==> config.mk <==
export PLATFORM = sky130hd
export DESIGN_NAME = nonce_dispatcher
export DESIGN_NICKNAME = d
export VERILOG_FILES = /design/src/rtl/nonce_pkg.sv /design/src/rtl/nonce_dispatcher_lane.sv /design/src/rtl/nonce_dispatcher.sv
export SDC_FILE = /design/constraint.sdc
export NUM_CORES = 1
export LEC_CHECK = 0
export CORE_ASPECT_RATIO = 1.25
export CORE_MARGIN = 5
export CORE_UTILIZATION = 25
export CTS_CLUSTER_SIZE = 24
export DETAILED_ROUTE_END_ITERATION = 10
export DONT_BUFFER_PORTS = 1
export GPL_TIMING_DRIVEN = 0
export HOLD_SLACK_MARGIN = 0.08
export SYNTH_ARGS = -nofsm -noshare
export SYNTH_HDL_FRONTEND = slang
export SYNTH_SLANG_ARGS = --single-unit
==> constraint.sdc <==
create_clock -name clk -period 4.3 [get_ports clk]
set_input_delay 0.86 -clock clk [delete_from_list [all_inputs] [get_ports clk]]
set_output_delay 0.86 -clock clk [all_outputs]
set_load 0.01 [all_outputs]
==> src/rtl/nonce_pkg.sv <==
// Shared types and range helpers for the nonce dispatcher.
// The lane ranges are computed here so the top and the bench agree on one definition.
package nonce_pkg;

    typedef enum logic [1:0] {
        ST_IDLE = 2'd0,
        ST_RUN  = 2'd1,
        ST_HOLD = 2'd2,
        ST_DONE = 2'd3
    } state_t;

    function automatic logic [63:0] span(input int ncore, input int w);
        logic [64:0] full;
        full = 65'd1 << w;
        return 64'(full / 65'(ncore));
    endfunction

    function automatic logic [63:0] range_start(input int i, input int ncore, input int w);
        return 64'(i) * span(ncore, w);
    endfunction

    // The last lane absorbs the remainder of the nonce space.
    function automatic logic [63:0] range_end(input int i, input int ncore, input int w);
        logic [64:0] full;
        full = 65'd1 << w;
        if (i == ncore - 1)
            return 64'(full - 65'd1);
        else
            return 64'(i + 1) * span(ncore, w) - 64'd1;
    endfunction

endpackage

==> src/rtl/nonce_dispatcher_lane.sv <==
// One lane's nonce counter: reloads to its range start and stops at its range end.
// Reaching the end value does not exhaust the lane; the next advance request does.
module nonce_lane #(
    parameter int NONCE_W = 32
) (
    input  logic               clk,
    input  logic               n_rst,
    input  logic               load,
    input  logic               adv,
    input  logic [NONCE_W-1:0] start_val,
    input  logic [NONCE_W-1:0] end_val,
    output logic [NONCE_W-1:0] nonce,
    output logic               exhausted
);

    always_ff @(posedge clk) begin
        if (!n_rst || load) begin
            nonce     <= start_val;
            exhausted <= 1'b0;
        end else if (adv && !exhausted) begin
            if (nonce == end_val)
                exhausted <= 1'b1;
            else
                nonce <= nonce + 1'b1;
        end
    end

endmodule

==> src/rtl/nonce_dispatcher.sv <==
// Multi-lane nonce dispatcher: per-core nonce ranges, run control FSM and golden-nonce capture.
// Optional hash counter is built only when NONCE_STATS_EN is defined.
//
// state   | meaning
// IDLE    | lanes hold, waiting for start
// RUN     | lanes advance on their last-round strobe, finds are captured
// HOLD    | a find stopped the search; waiting for host ack
// DONE    | every lane exhausted its range without a stopping find
module nonce_dispatcher
    import nonce_pkg::*;
#(
    parameter int NCORE         = 4,
    parameter int NONCE_W       = 32,
    parameter int CYC_W         = 6,
    parameter int ROUND_LAST    = 63,
    parameter bit STOP_ON_FOUND = 1'b1,
    localparam int CORE_W       = $clog2(NCORE) + 1
) (
    input  logic                     clk,
    input  logic                     n_rst,
    input  logic                     start,
    input  logic                     abort,
    input  logic [NCORE*CYC_W-1:0]   cycle,
    input  logic [NCORE-1:0]         core_found,
    input  logic                     found_ack,
    output logic [NCORE*NONCE_W-1:0] nonce,
    output logic [NCORE-1:0]         exhausted,
    output logic                     busy,
    output logic                     done,
    output logic                     found_valid,
    output logic [NONCE_W-1:0]       found_nonce,
    output logic [CORE_W-1:0]        found_core,
    output logic                     found_ovr,
    output logic [63:0]              hash_count
);

    state_t state, state_nxt;
    logic               run_go;
    logic [NCORE-1:0]   adv;
    logic [NCORE-1:0]   hit;
    logic [NONCE_W-1:0] lane_nonce [NCORE];
    logic [CORE_W-1:0]  win_idx;
    logic [NONCE_W-1:0] win_nonce;
    logic               capture;
    logic               multi_hit;
    logic               ovr_set;

    // start overrides any same-cycle advance or find
    assign run_go = (state == ST_RUN) && !start;
    assign hit    = run_go ? core_found : '0;

    for (genvar g = 0; g < NCORE; g++) begin : g_lane
        localparam logic [NONCE_W-1:0] LO = NONCE_W'(range_start(g, NCORE, NONCE_W));
        localparam logic [NONCE_W-1:0] HI = NONCE_W'(range_end(g, NCORE, NONCE_W));

        assign adv[g] = run_go && (cycle[g*CYC_W +: CYC_W] == CYC_W'(ROUND_LAST)) && !exhausted[g];

        nonce_lane #(.NONCE_W(NONCE_W)) u_lane (
            .clk       (clk),
            .n_rst     (n_rst),
            .load      (start),
            .adv       (adv[g]),
            .start_val (LO),
            .end_val   (HI),
            .nonce     (lane_nonce[g]),
            .exhausted (exhausted[g])
        );

        assign nonce[g*NONCE_W +: NONCE_W] = lane_nonce[g];
    end

    // Descending scan so the lowest reporting lane is the one left standing.
    always_comb begin
        win_idx   = '0;
        win_nonce = '0;
        for (int i = NCORE - 1; i >= 0; i--) begin
            if (hit[i]) begin
                win_idx   = CORE_W'(i);
                win_nonce = lane_nonce[i];
            end
        end
    end

    assign multi_hit = (hit & (hit - NCORE'(1))) != '0;
    assign capture   = (|hit) && !found_valid;
    assign ovr_set   = (|hit) && (found_valid || multi_hit);

    always_comb begin
        state_nxt = state;
        if (start) begin
            state_nxt = ST_RUN;
        end else if (abort) begin
            state_nxt = ST_IDLE;
        end else begin
            case (state)
                ST_RUN: begin
                    if (capture && STOP_ON_FOUND)
                        state_nxt = ST_HOLD;
                    else if (&exhausted)
                        state_nxt = ST_DONE;
                end
                ST_HOLD: begin
                    if (found_ack)
                        state_nxt = ST_IDLE;
                end
                default: state_nxt = state;
            endcase
        end
    end

    always_ff @(posedge clk) begin
        if (!n_rst) begin
            state       <= ST_IDLE;
            found_valid <= 1'b0;
            found_nonce <= '0;
            found_core  <= '0;
            found_ovr   <= 1'b0;
        end else begin
            state <= state_nxt;
            if (start) begin
                found_valid <= 1'b0;
                found_ovr   <= 1'b0;
            end else begin
                if (capture) begin
                    found_valid <= 1'b1;
                    found_nonce <= win_nonce;
                    found_core  <= win_idx;
                end else if (found_ack) begin
                    found_valid <= 1'b0;
                end
                if (ovr_set)
                    found_ovr <= 1'b1;
            end
        end
    end

    assign busy = (state == ST_RUN);
    assign done = (state == ST_DONE);

`ifdef NONCE_STATS_EN
    localparam int ADD_W = $clog2(NCORE + 1);
    logic [ADD_W-1:0] adv_cnt;
    logic [64:0]      hc_sum;

    always_comb begin
        adv_cnt = '0;
        for (int i = 0; i < NCORE; i++)
            adv_cnt = adv_cnt + ADD_W'(adv[i]);
    end

    assign hc_sum = {1'b0, hash_count} + 65'(adv_cnt);

    always_ff @(posedge clk) begin
        if (!n_rst)
            hash_count <= '0;
        else
            hash_count <= hc_sum[64] ? '1 : hc_sum[63:0];
    end
`else
    assign hash_count = '0;
`endif

endmodule

==> results_tabular.tex, run 1 <==
\begin{tabular}{lr}
\hline
Metric & Value \\
\hline
\multicolumn{2}{l}{\textbf{Run status}} \\
Run status & completed \\
\multicolumn{2}{l}{\textbf{Synth}} \\
Post-synthesis cell type with the largest combined area & sky130\_fd\_sc\_hd\_\_dfxtp\_1 \\
Main synth FF type & sky130\_fd\_sc\_hd\_\_dfxtp\_1 \\
Number of enable flip-flop cells after synthesis & 0 \\
Area share of the leading cell type in the synthesized netlist & between 30\% and 40\% \\
Sequential area share after synthesis & around 36\% \\
Top cells by area, synth & sky130\_fd\_sc\_hd\_\_dfxtp\_1 (36\%), sky130\_fd\_sc\_hd\_\_buf\_4 (5.8\%), sky130\_fd\_sc\_hd\_\_a21oi\_1 (5.3\%), sky130\_fd\_sc\_hd\_\_nand2\_1 (4.3\%), sky130\_fd\_sc\_hd\_\_or3\_1 (4.2\%) \\
Cell with the most instances after synthesis & sky130\_fd\_sc\_hd\_\_dfxtp\_1 \\
Register bit count reported by yosys & 170 \\
Cell types with the highest counts after synthesis & sky130\_fd\_sc\_hd\_\_dfxtp\_1 (170), sky130\_fd\_sc\_hd\_\_nand2\_1 (106), sky130\_fd\_sc\_hd\_\_a21oi\_1 (98), sky130\_fd\_sc\_hd\_\_buf\_4 (72), sky130\_fd\_sc\_hd\_\_nor2\_1 (64) \\
Combined area of all synthesized cells & between 9000 and 10000 sq um \\
Post-synthesis cell count & approximately 1200 \\
Post-synthesis cell type count & between 60 and 70 \\
FFs w/ async S/R, synth & 0\% \\
Total number of yosys warnings & 0 \\
Per-instance average area after synthesis & 8.11 sq um \\
\multicolumn{2}{l}{\textbf{STA}} \\
Number of failing setup endpoints in the final timing report & 0 \\
Crit path time final & 3.07 ns \\
Fin. Hold Viols & 0 \\
Post-route fraction of the period consumed by the critical path & a little under three quarters \\
Worst setup skew after layout & 0.0131 ns \\
Slew at the pin with the worst max-slew slack & between 0.9 and 1 ns \\
Max Transition Viols Final & 0 \\
Total negative setup slack & 0 ns \\
Rel. slew slack & 34.8\% \\
Highest Clock Rate & 326 MHz \\
RSZ-0062 raised after global routing & no \\
\multicolumn{2}{l}{\textbf{Power}} \\
IR drop worst, VDD & between 150 and 200 uV \\
PnR Total Power & 0.00335 W \\
Power density over the cells & 312 nW/um\^{}2 \\
Leakage power & about 3.3 nW \\
\multicolumn{2}{l}{\textbf{GRT}} \\
Wire length of the first global-routing pass & roughly 57000 um \\
Via count of the first global-routing pass & approximately 8600 \\
Number of antenna violations at the first check in global routing & 3 \\
Pin count of the biggest net entering global routing & 17 \\
Overall routing resource usage & around 18\% \\
GR Overflow Total & 0 \\
\multicolumn{2}{l}{\textbf{Final layout}} \\
Final cell count without fillers & $\sim$1700 \\
Area grow syn2layout & 15.3\% \\
Total Nets Final & between 1000 and 1500 \\
Ratio of cells with drive above 1 in the final layout & around 11\% \\
\multicolumn{2}{l}{\textbf{Route}} \\
Sum of routed wire length over all layers & a little over 40000 um \\
DR vias & a little under 10000 \\
Routed length per placed instance & between 20 and 25 um \\
Vias/cell & 5.54 \\
Drt drc & 0 \\
Detailed Route Iter0 Violations & 1111 \\
First-pass DRT Iterations & 5 \\
Post-DRT Antenna Nets & 0 \\
\multicolumn{2}{l}{\textbf{Clock network}} \\
Post-CTS repair timing setup buffer count & 0 \\
Sink count of the clock tree & 170 \\
Clock transition time at the flip-flop clock pins of the worst setup and hold paths & roughly 0.060 ns \\
Clock Path Buffers & 2 \\
CTS tree & built \\
CTS buffer count & 17 \\
Hold buffer count at CTS & 0 \\
Depth of the CTS H-tree & 4 \\
Number of gates resized after CTS & 0 \\
Latest clock arrival within the worst-skew pair & 0.44 ns \\
Root buffer cell & sky130\_fd\_sc\_hd\_\_clkbuf\_16 \\
\multicolumn{2}{l}{\textbf{Die}} \\
Site row count & 79 \\
\# IOs & approximately 270 \\
Die Wd & about 180 um \\
Effective utilization at floorplan & approximately 25\% \\
Die area & a little over 40000 sq um \\
Die height & $\sim$230 um \\
Std-Cell Core Area & approximately 37000 sq um \\
\multicolumn{2}{l}{\textbf{Worst setup path}} \\
Type of the worst setup path & flip-flop to flip-flop \\
Endpoint type of the worst setup path & flip-flop \\
Most Frequent Cell on Critical Path & sky130\_fd\_sc\_hd\_\_buf\_2 \\
Arrival time worst endpoint & 3.36 ns \\
Required time worst endpoint & around 4.6 ns \\
Count of buffering cells on the critical path with inverters included & 2 \\
Worst path top cell family by delay & simple AND/OR/NAND/NOR gates \\
Critical path peak fanout & 10 \\
Type of element launching the critical path & flip-flop \\
Critical Path, Cell by Cell & ha\_1, nand3\_1, nor4\_1, a31o\_1, buf\_2, buf\_2, mux2i\_1, nor2\_1 \\
Longest individual stage delay on the worst path & around 0.8 ns \\
CP max stage cell & sky130\_fd\_sc\_hd\_\_nor4\_1 \\
\multicolumn{2}{l}{\textbf{Min path}} \\
Hold Crit Class & input pin to flip-flop \\
\multicolumn{2}{l}{\textbf{Placed design}} \\
Number of buffers added on ports & 0 \\
Gp weighted congestion & about 0.88 \\
Count of placed standard cells including taps & 1700 \\
Post-detail-place hpwl & $\sim$32000 um \\
\multicolumn{2}{l}{\textbf{Job}} \\
Max-capacitance violation count & 0 \\
\hline
\end{tabular}
[worst paths after layout]
| kind | startpoint | end | slack [ns] | cells past startpoint |
|---|---|---|---|---|
| worst max-delay path | g_lane[3].u_lane.nonce[0] | g_lane[3].u_lane.nonce[1] | 1.23 | 8 |
| worst min register to register | found_nonce[29] | found_nonce[29] | 0.53 | 2 |
| worst max register to register | g_lane[3].u_lane.nonce[0] | g_lane[3].u_lane.nonce[1] | 1.23 | 8 |
| worst min-delay path | abort | state[1] | 0.50 | 1 |
[worst register-to-register path, stage by stage, from the launching register on]
cell and delay (ns):
sky130_fd_sc_hd__dfxtp_1 0.57, sky130_fd_sc_hd__ha_1 0.27, sky130_fd_sc_hd__nand3_1 0.18, sky130_fd_sc_hd__nor4_1 0.79, sky130_fd_sc_hd__a31o_1 0.33, sky130_fd_sc_hd__buf_2 0.24, sky130_fd_sc_hd__buf_2 0.27, sky130_fd_sc_hd__mux2i_1 0.21
sky130_fd_sc_hd__nor2_1 0.05
[cell families after synthesis]
| family | share of synthesized area, % |
|---|---|
| AO/OA/AOI/OAI | 22.6 |
| XOR/XNOR | 1.13 |
| adder cells (fa/ha/maj) | 1.05 |
| buffers and inverters | 9.39 |
| flip-flops | 36.5 |
| multiplexers | 1.61 |
| other | 0.0402 |
| AND/OR/NAND/NOR | 27.7 |
[per-stage QoR]
step	utilization [%]	worst slack (ns)	hold WS (ns)	area, sq um
after CTS	29.0	1.32	0.495	10700
final	29.0	1.23	0.500	10800
after floorplan	-	1.70	0.473	9570
after global placement	27.5	1.05	0.534	10200
after global routing	29.0	1.09	0.505	10800
after detailed placement	27.5	1.07	0.534	10200
[layout make-up]
class	instances	area, sq um
Antenna cell	4	10.0
Buffer	133	786
Clock buffer	21	480
Clock inverter	11	88.8
Fill cell	3959	26300
Inverter	24	90.1
Multi-Input combinational cell	887	5290
Sequential cell	170	3400
Tap cell	486	608
[placed cells by master, fill, tap and decap left out, drive strengths merged, types with 15 or more instances in the layout]
cell type  synthesis  routed
inv               24      25
o22ai             32      32
or3               62      62
o31a              27      27
dfxtp            170     170
clkbuf            53      74
mux2i             15      15
nor2              64      64
nor3              18      18
o31ai             42      42
conb               1      65
o21ai             45      45
or2               16      16
buf               80      80
nor4              21      21
a21oi             98      98
or4               46      46
a221oi            33      33
nand2            106     106
nand3             44      44
nand4             46      46
[state kept, by name, summed over array words and instances (netlist names)]
signal and cells:
g_lane.u_lane.nonce 128, found_nonce 32, g_lane.u_lane.exhausted 4, found_core 2, state 2, found_ovr 1, found_valid 1
[where the power goes]
group	switching, W	internal, W	total, W
Combinational	0.000163	0.0000901	0.000253
Clock	0.000697	0.000807	0.00150
Sequential	0.0000151	0.00158	0.00160
[layer usage]
layer | vias to the layer above | GRT usage (%) | wire length (um)
li1 | 4438 | - | -
met1 | 4538 | 20.2 | 14000
met2 | 554 | 30.6 | 18700
met3 | 87 | 9.60 | 6140
met4 | 2 | 6.88 | 1530
met5 | - | 0 | 13
Note: power is estimated with default switching activity, not from simulation.
==> run 2: changes to the inputs <==
- ABC_AREA: not set -> 1
- clock period: 4.3 -> 3 ns (I/O delays scaled with it)
==> run 2 against run 1 <==
Effect of this change: hold slack lost 0.23 ns; register-to-register slack got worse by 0.98 ns; combinational power grew 78%; final area increased by 22%; worst setup slack got worse by 0.98 ns; critical path type unchanged; non-clock buffer count shrank 2; clock skew increased by 0.0015 ns; global-route usage grew 0.46 points; core utilization fell by 0.45 points; sequential power rose by 50%.
==> results_tabular.tex, run 2 <==
\begin{tabular}{lr}
\hline
Metric & Value \\
\hline
\multicolumn{2}{l}{\textbf{Die}} \\
Std-Cell Core Area & between 40000 and 50000 sq um \\
\# IOs & around 270 \\
Site row count & 88 \\
Die area & roughly 50000 sq um \\
Die height & about 250 um \\
Die Wd & around 200 um \\
Effective utilization at floorplan & between 20\% and 30\% \\
\multicolumn{2}{l}{\textbf{Final layout}} \\
Most common cell after layout, fill and taps aside & sky130\_fd\_sc\_hd\_\_nand2\_1 \\
Largest register by flop count & g\_lane.u\_lane.nonce \\
Regs by FF count & g\_lane.u\_lane.nonce (128), found\_nonce (32), g\_lane.u\_lane.exhausted (4) \\
Total Nets Final & between 2000 and 2500 \\
Final cell count without fillers & around 2600 \\
Commonest non-fill, non-tap cells in the layout & sky130\_fd\_sc\_hd\_\_nand2\_1 (718), sky130\_fd\_sc\_hd\_\_nor2\_1 (252), sky130\_fd\_sc\_hd\_\_nand3\_1 (182) \\
Number of flip-flops under the largest register name & 128 \\
Area grow syn2layout & 13.3\% \\
Ratio of cells with drive above 1 in the final layout & under 10\% \\
Number of inserted diodes & 0 \\
Final core utilization & 28.6\% \\
\multicolumn{2}{l}{\textbf{Synth}} \\
Total number of yosys warnings & 0 \\
Main synth FF type & sky130\_fd\_sc\_hd\_\_dfxtp\_1 \\
Post-synthesis cell count & $\sim$1900 \\
FFs w/ async S/R, synth & 0\% \\
Post-synthesis cell type count & 36 \\
Cell with the most instances after synthesis & sky130\_fd\_sc\_hd\_\_nand2\_1 \\
Combined area of all synthesized cells & between 10000 and 15000 sq um \\
Number of enable flip-flop cells after synthesis & 0 \\
Sequential area share after synthesis & 29.3\% \\
Post-synthesis cell type with the largest combined area & sky130\_fd\_sc\_hd\_\_dfxtp\_1 \\
Register bit count reported by yosys & 170 \\
Area share of the leading cell type in the synthesized netlist & $\sim$30\% \\
Cell types with the highest counts after synthesis & sky130\_fd\_sc\_hd\_\_nand2\_1 (718), sky130\_fd\_sc\_hd\_\_nor2\_1 (252), sky130\_fd\_sc\_hd\_\_nand3\_1 (182), sky130\_fd\_sc\_hd\_\_dfxtp\_1 (170), sky130\_fd\_sc\_hd\_\_inv\_1 (141) \\
Top cells by area, synth & sky130\_fd\_sc\_hd\_\_dfxtp\_1 (29\%), sky130\_fd\_sc\_hd\_\_nand2\_1 (23\%), sky130\_fd\_sc\_hd\_\_nor2\_1 (8.2\%), sky130\_fd\_sc\_hd\_\_nand3\_1 (7.8\%), sky130\_fd\_sc\_hd\_\_a21oi\_1 (5.6\%) \\
Per-instance average area after synthesis & $\sim$6.0 sq um \\
\multicolumn{2}{l}{\textbf{Clock network}} \\
Sink count of the clock tree & 170 \\
CTS buffer count & 17 \\
Clock transition time at the flip-flop clock pins of the worst setup and hold paths & around 0.080 ns \\
Latest clock arrival within the worst-skew pair & about 0.46 ns \\
Clock Path Buffers & 2 \\
Number of gates resized after CTS & 0 \\
Root buffer cell & sky130\_fd\_sc\_hd\_\_clkbuf\_16 \\
Depth of the CTS H-tree & 4 \\
Post-CTS repair timing setup buffer count & 0 \\
Hold buffer count at CTS & 0 \\
CTS tree & built \\
\multicolumn{2}{l}{\textbf{STA}} \\
Fin. Hold Viols & 0 \\
Slew at the pin with the worst max-slew slack & 1.05 ns \\
Total negative setup slack & 0 ns \\
Rel. slew slack & between 30\% and 40\% \\
Worst setup skew after layout & $\sim$0.015 ns \\
Max Transition Viols Final & 0 \\
Post-route fraction of the period consumed by the critical path & $\sim$91\% \\
Number of failing setup endpoints in the final timing report & 0 \\
RSZ-0062 raised after global routing & no \\
Highest Clock Rate & approximately 360 MHz \\
Post-Route Hold Slack & about 0.27 ns \\
Crit path time final & around 2.7 ns \\
\multicolumn{2}{l}{\textbf{Power}} \\
Power density over the cells & about 390 nW/um\^{}2 \\
IR drop worst, VDD & approximately 440 uV \\
PnR Total Power & approximately 0.005 W \\
Leakage power & between 4 and 5 nW \\
\multicolumn{2}{l}{\textbf{Min path}} \\
End point of the worst hold path & found\_nonce[1] \\
Startpoint of the most critical hold path & n\_rst \\
Hold Crit Class & input pin to flip-flop \\
Hold path cells & 2 \\
\multicolumn{2}{l}{\textbf{Worst setup path}} \\
Arrival time worst endpoint & between 3 and 4 ns \\
Type of element launching the critical path & flip-flop \\
Endpoint type of the worst setup path & flip-flop \\
Reg2Reg Setup Slack & 0.26 ns \\
R2r startpoint & state[1] \\
Type of the worst setup path & flip-flop to flip-flop \\
Required time worst endpoint & $\sim$3.4 ns \\
Cells on worst reg2reg path & 11 \\
Critical path peak fanout & 10 \\
Reg-to-reg critical path endpoint & found\_core[0] \\
\multicolumn{2}{l}{\textbf{Route}} \\
Post-DRT Antenna Nets & 0 \\
First-pass DRT Iterations & 5 \\
DR vias & 12155 \\
Routed length per placed instance & between 15 and 20 um \\
Vias/cell & 4.64 \\
Detailed Route Iter0 Violations & between 800 and 900 \\
Drt drc & 0 \\
Sum of routed wire length over all layers & approximately 50000 um \\
\multicolumn{2}{l}{\textbf{Placed design}} \\
Number of buffers added on ports & 0 \\
Post-detail-place hpwl & between 40000 and 50000 um \\
Gp weighted congestion & slightly above 0.9 \\
Count of placed standard cells including taps & 2589 \\
\multicolumn{2}{l}{\textbf{GRT}} \\
Overall routing resource usage & a little under a fifth \\
Pin count of the biggest net entering global routing & 17 \\
Wire length of the first global-routing pass & about 73000 um \\
Via count of the first global-routing pass & 11528 \\
GR Overflow Total & 0 \\
Number of antenna violations at the first check in global routing & 0 \\
\multicolumn{2}{l}{\textbf{Job}} \\
Max-capacitance violation count & 0 \\
\multicolumn{2}{l}{\textbf{Run status}} \\
Run status & completed \\
\hline
\end{tabular}
-- run 2: layout make-up --
type	count	area, sq um
buffer	131	861
clock buffer	18	439
clock inverter	14	136
fill	5168	32900
inverter	147	552
multi-input combinational	1556	7030
sequential	170	3400
tap	585	732
-- run 2: worst max path at each step --
stage | depth (start not counted) | start | endpoint
2_1_floorplan | 12 | g_lane[3].u_lane.nonce[0] | g_lane[3].u_lane.nonce[30]
3_3_place_gp | 6 | n_rst | g_lane[0].u_lane.nonce[30]
3_5_place_dp | 6 | n_rst | g_lane[1].u_lane.nonce[31]
4_1_cts | 11 | state[1] | found_core[0]
5_1_grt | 11 | state[1] | found_core[0]
6_report | 11 | state[1] | found_core[0]
-- run 2: layer usage --
metal | wire [um] | part of all wire [%] | global-route usage, %
met4 | 2720 | 5.5 | 10.2
met3 | 4480 | 9.0 | 6.80
met1 | 18200 | 37 | 19.9
met2 | 24300 | 49 | 33.1
met5 | 0 | 0 | 0
-- run 2: worst max-delay path, cell delays in order, from the launching register on --
cell and delay, ns:
sky130_fd_sc_hd__dfxtp_1 0.33, sky130_fd_sc_hd__inv_1 0.09, sky130_fd_sc_hd__ha_1 0.27, sky130_fd_sc_hd__inv_1 0.12
sky130_fd_sc_hd__nor2_4 0.34, sky130_fd_sc_hd__o21ai_2 0.23, sky130_fd_sc_hd__nand2_1 0.15, sky130_fd_sc_hd__nand2_1 0.18
sky130_fd_sc_hd__inv_1 0.15, sky130_fd_sc_hd__clkbuf_1 0.47, sky130_fd_sc_hd__o211ai_1 0.18, sky130_fd_sc_hd__a21oi_1 0.15
-- run 2: metrics by stage --
| stage | instance area [sq um] | setup WS [ns] |
|---|---|---|
| 3_5_place_dp | 12600 | 0.250 |
| 5_1_grt | 13200 | 0.0706 |
| 2_1_floorplan | 11800 | 1.07 |
| 6_report | 13200 | 0.259 |
| 4_1_cts | 13200 | 0.251 |
| 3_3_place_gp | 12600 | 0.262 |
-- run 2: where the power goes --
| group | total (W) | leakage (nW) | internal, W | switching [W] |
|---|---|---|---|---|
| Clock | 0.00224 | 0.274 | 0.00118 | 0.00106 |
| Combinational | 0.000451 | 3.09 | 0.000138 | 0.000314 |
| Sequential | 0.00240 | 1.37 | 0.00231 | 0.0000865 |
| Total | 0.00508 | 4.74 | 0.00363 | 0.00146 |
-- run 2: kinds of logic after synthesis --
family | Yosys count | synth area share [%]
DFF | 170 | 29.3
AOI/OAI and AO/OA | 199 | 9.22
and+or+nand+nor | 1234 | 44.6
adders and majority gates | 7 | 0.755
buffers and inverters | 278 | 12.2
xor gates and xnor gates | 51 | 3.85
other | 1 | 0.0323
